===== config.mk =====
export PLATFORM = sky130hd
export DESIGN_NAME = upsampler_ln
export DESIGN_NICKNAME = d
export VERILOG_FILES = /design/src/rtl/upsampler_pkg.sv /design/src/rtl/upsampler_lane.sv /design/src/rtl/upsampler_ln.sv
export SDC_FILE = /design/constraint.sdc
export NUM_CORES = 1
export LEC_CHECK = 0
export BUFFER_PORTS_ARGS = -buffer_cell sky130_fd_sc_hd__buf_4
export CAP_MARGIN = 25
export CORE_MARGIN = 3
export CORE_UTILIZATION = 49
export CTS_BUF_LIST = sky130_fd_sc_hd__clkbuf_2 sky130_fd_sc_hd__clkbuf_4 sky130_fd_sc_hd__clkbuf_8
export DETAILED_ROUTE_END_ITERATION = 8
export HOLD_SLACK_MARGIN = 0.15
export PLACE_DENSITY = 0.78
export SYNTH_ARGS = -nofsm -noshare
export SYNTH_HDL_FRONTEND = slang
export SYNTH_SLANG_ARGS = --single-unit

===== constraint.sdc =====
create_clock -name clk -period 2 [get_ports clk]
set_clock_uncertainty 0.15 [all_clocks]
set_input_delay 0.3 -clock clk [delete_from_list [all_inputs] [get_ports clk]]
set_output_delay 0.3 -clock clk [all_outputs]
set_load 0.02 [all_outputs]

===== src/rtl/upsampler_pkg.sv =====
// upsampler_pkg: mode encodings, default sizes and phase-width helper for the upsampler
package upsampler_pkg;
  localparam logic MODE_ZERO = 1'b0;
  localparam logic MODE_HOLD = 1'b1;
  localparam int W_DEF = 18;
  localparam int CH_DEF = 2;
  localparam int L_DEF = 4;
  function automatic int phase_w(input int l);
    return (l > 1) ? $clog2(l) : 1;
  endfunction
endpackage


===== src/rtl/upsampler_lane.sv =====
// upsampler_lane: per-channel hold register and registered output mux
module upsampler_lane #(
  parameter int W = 18
) (
  input  logic         clk,
  input  logic         reset,
  input  logic         sam_en,
  input  logic         int_en,
  input  logic         pass,
  input  logic [W-1:0] x,
  output logic [W-1:0] y
);
  logic [W-1:0] hold;
  always_ff @(posedge clk) begin
    if (reset) begin
      hold <= '0;
      y    <= '0;
    end else begin
      if (sam_en) hold <= x;
      if (int_en) y <= pass ? (sam_en ? x : hold) : '0;
    end
  end
endmodule


===== src/rtl/upsampler_ln.sv =====
// upsampler_ln: L-times zero-stuff upsampler; define UPSAMPLER_HOLD_EN to add
// a mode-selectable sample-and-hold option.
module upsampler_ln
  import upsampler_pkg::*;
#(
  parameter int W  = W_DEF,
  parameter int CH = CH_DEF,
  parameter int L  = L_DEF
) (
  input  logic                  clk,
  input  logic                  reset,
  input  logic                  sam_en,
  input  logic                  int_en,
  input  logic                  mode,
  input  logic                  err_clr,
  input  logic [CH*W-1:0]       x_in,
  output logic [CH*W-1:0]       y_out,
  output logic                  y_valid,
  output logic [phase_w(L)-1:0] phase,
  output logic                  err_over,
  output logic                  err_under
);
  localparam int PW = phase_w(L);
  localparam int CW = $clog2(L + 1);
  // cnt counts outputs emitted since the last sample, saturating at L
  logic [CW-1:0] cnt, cnt_eff;
  logic          armed, full, pass;
  logic [PW-1:0] ph_now;
`ifndef UPSAMPLER_HOLD_EN
  logic unused_mode;
  assign unused_mode = mode;
`endif
  always_comb begin
    cnt_eff = sam_en ? '0 : cnt;
    full    = cnt_eff == CW'(L);
    ph_now  = full ? PW'(L - 1) : PW'(cnt_eff);
`ifdef UPSAMPLER_HOLD_EN
    pass    = (ph_now == '0) || (mode == MODE_HOLD);
`else
    pass    = ph_now == '0;
`endif
  end
  always_ff @(posedge clk) begin
    if (reset) begin
      cnt       <= '0;
      armed     <= 1'b0;
      y_valid   <= 1'b0;
      phase     <= '0;
      err_over  <= 1'b0;
      err_under <= 1'b0;
    end else begin
      y_valid   <= int_en;
      if (int_en) phase <= ph_now;
      if (sam_en) armed <= 1'b1;
      cnt       <= (int_en && !full) ? cnt_eff + 1'b1 : cnt_eff;
      err_over  <= (sam_en && armed && cnt < CW'(L)) || (err_over && !err_clr);
      err_under <= (int_en && full && armed) || (err_under && !err_clr);
    end
  end
  for (genvar c = 0; c < CH; c++) begin : g_lane
    upsampler_lane #(.W(W)) u_lane (
      .clk    (clk),
      .reset  (reset),
      .sam_en (sam_en),
      .int_en (int_en),
      .pass   (pass),
      .x      (x_in[c*W +: W]),
      .y      (y_out[c*W +: W])
    );
  end
endmodule


==> impl_results.md <==
* Vias in the first global route at ~2500
* Hold WS at between 0.2 and 0.3 ns
* Reg2reg start: cnt[0]$_SDFF_PP0_
* Depth of the worst register-to-register path at 6
* Syn-to-layout area delta at 39.08%
* Peak VDD IR at 468.4 uV
* Max Cap Viol at 0
* Post-synthesis cell area at 3214 um^2
* Critical-path cell list: nand2b_1 -> ha_1 -> a211oi_2 -> nor2_4 -> buf_16 -> o32ai_1
* Arrival time worst endpoint at 1.88 ns
* Clock Latency Late Sink at about 0.34 ns
* R2R Setup Slk at between 0.2 and 0.25 ns
* Hold path cells at 4
* Pwr per Cell Area at 791.2 nW/um^2
* FF-to-FF End: g_lane[1].u_lane.y[17]$_SDFFE_PP0P_
* Outcome: complete, no violations
* Slowest-stage cell, CP: dfxtp_1
* Number of core rows at 28
* YS warnings at 0
* PortBufs at 81
* DP HPWL at 4221 um
* Clock sink count at 81
* Final net count at around 450
* CP Launch Type: flop
* Die Area at between 7000 and 8000 um^2
* CP Data Required Time at about 2.1 ns
* CP delay by family, top: compound AO/OA/AOI/OAI gates
* HP Class: input port to flop
* Max Freq at 0.5599 GHz
* Vias at roughly 2500
* Core Util, Final at 72.92%
* Worst slack, placed at -0.05236 ns
* Chip width at a little under 90 um
* Critical Path Start: cnt[0]$_SDFF_PP0_
* Count of final max-slew check failures at 0
* Antenna violations before repair at 0
* Dpl cell area at about 3800 um^2
* CTS-repair resized insts at 0
* Worst hold start: sam_en
* Core area at 6131 um^2
* Largest net degree at the start of global routing at about 80
* Root buf cell: clkbuf_8
* DRT antenna net count at 0
* CTS tree: done
* Gr ovfl total at 0
* Post-Syn Nets at ~330
* Crit path time final at 1.786 ns
* Post-synthesis register bit count at 81
* Measured slew at the worst slew-check pin at about 0.6 ns
* Mapped Avg Cell Area at 11.28 um^2
* Worst setup EP type: flop
* All-Layer GR Usage at a little under 20%
* CP bufs+invs at 1
* Num CTS Buffers at 9
* CTS clk-pin slew, worst paths at 0.08 ns
* P_leak at approximately 1.9 nW
* Sequential fraction of the synthesis area at between 50% and 60%
* Drt pass-1 iters at 4
* Slew headroom at between 60 and 70%
* Vias per Instance at roughly 5.2
* Syn Inst Count at roughly 290
* WS Path Type: flop to flop
* Setup-failing EPs final at 0
* Layout cells sized above 1 at 33.25%
* DRC at 0
* Setup TNS at 0 ns
* Crit path largest cell delay at roughly 0.36 ns
* Synth cell types at 24
* Bufs on Longest Clock Path at 2
* Wire per inst at about 15 um
* Crit-path max FO at 18
* H-tree depth at 3
* Ant diodes at 0
* Die Y at approximately 87 um
* Boundary pin count at 83
* Placer Congestion at between 0.7 and 0.8
* Final WL at just over 7000 um
* Final hold violations at 0
* Final setup margin at approximately 0.21 ns
* Drt first-iter violations at around 120
* Starting Density at a little over half
* RSZ-0062 raised after global routing: no
* Hold Path End: phase[1]$_SDFFE_PP0P_
* Finished Cell Area at 4471 um^2
* Fin crit share at approximately 89%
* First-pass GRT wire length at roughly 12000 um
==> flip-flops by register name, summed over array words and instances, names as in the netlist <==
| signal | cells |
|---|---|
| cnt | 3 |
| phase | 2 |
| err_over | 1 |
| g_lane.u_lane.hold | 36 |
| err_under | 1 |
| armed | 1 |
| g_lane.u_lane.y | 36 |
| y_valid | 1 |
==> synthesized netlist by cell type, drive strengths merged <==
cell	n	area, um^2
ha	2	25.02
nand3b	2	15.01
dfxtp	81	1622
buf	22	163.9
o32ai	36	473.0
a311oi	2	17.52
a21o	2	15.01
mux2i	36	360.4
o31a	1	10.01
nor2b	1	6.260
clkbuf	4	15.01
a21oi	4	20.02
nor2	41	156.4
a211oi	1	12.51
o22ai	1	6.260
nand2	2	7.510
nand3	2	10.01
nand2b	41	264.0
inv	4	15.01
==> layer usage <==
layer | vias up | GRT usage [%] | share of wire [%] | wire [um]
li1 | 1235 | - | - | -
met1 | 1208 | 24.99 | 46 | 3361
met2 | 64 | 31.61 | 47 | 3384
met3 | 10 | 6.149 | 5.6 | 409
met4 | 0 | 7.649 | 1.4 | 99
met5 | - | 0 | 0 | 0
==> cells by family after synthesis <==
| family | synth area share [%] |
|---|---|
| AOI/OAI and AO/OA | 17.24 |
| adders and majority gates | 0.7784 |
| buffers and inverters | 6.033 |
| DFF | 50.45 |
| muxes | 11.21 |
| and+or+nand+nor | 14.29 |
==> worst reg2reg max path, stage by stage (launching register included) <==
cell      delay [ns]
dfxtp_1         0.36
nand2b_1        0.08
ha_1            0.22
a211oi_2        0.29
nor2_4          0.11
buf_16          0.18
o32ai_1         0.28
==> worst max-delay path by stage <==
stage | endpoint | slack (ns) | depth (start not counted)
after floorplan | g_lane[1].u_lane.y[10]$_SDFFE_PP0P_ | 0.05 | 8
after global placement | g_lane[0].u_lane.y[17]$_SDFFE_PP0P_ | -0.22 | 6
after detailed placement | g_lane[1].u_lane.y[2]$_SDFFE_PP0P_ | -0.05 | 7
after CTS | g_lane[1].u_lane.y[2]$_SDFFE_PP0P_ | 0.1 | 6
after global routing | g_lane[1].u_lane.y[4]$_SDFFE_PP0P_ | 0.11 | 6
final | g_lane[1].u_lane.y[17]$_SDFFE_PP0P_ | 0.21 | 6
==> placed cells by master (no fill, tap or decap), drive strengths merged <==
cell type / count
a211oi: 1
a21o: 2
a21oi: 4
a311oi: 2
buf: 94
bufinv: 1
clkbuf: 12
clkinv: 1
clkinvlp: 2
dfxtp: 81
dlygate4sd3: 37
ha: 2
inv: 4
mux2i: 36
nand2: 2
nand2b: 41
nand3: 2
nand3b: 2
nor2: 41
nor2b: 1
o22ai: 1
o31a: 1
o32ai: 36
==> report_power, final <==
group,total (W),switching [W],internal (W)
Sequential,0.00174,0.0000381,0.00170
Combinational,0.000544,0.000266,0.000278
Clock,0.00125,0.000577,0.000677
Total,0.00354,0.000880,0.00266
==> cell type report <==
type                       instances  area, um^2
multi-input combinational        174        1404
tap                               75       93.84
inverter                           4       15.01
clock inverter                     4       50.05
timing repair buffer             131        1121
fill                             427        1660
clock buffer                      12       165.2
sequential                        81        1622
==> metrics by stage <==
stage	std cells	total power (W)
after detailed placement	424	0.002250
final	481	0.003537
after global routing	481	0.003687
after global placement	423	0.002232
after floorplan	285	0.002075
after CTS	477	0.003549
==> timing repair <==
action	in CTS	in global routing
buffers inserted	0	4
endpoints found under the hold margin	38	0
hold buffers	37	0
setup endpoints to repair	0	3
No activity file was read; power rests on OpenSTA's default activity.
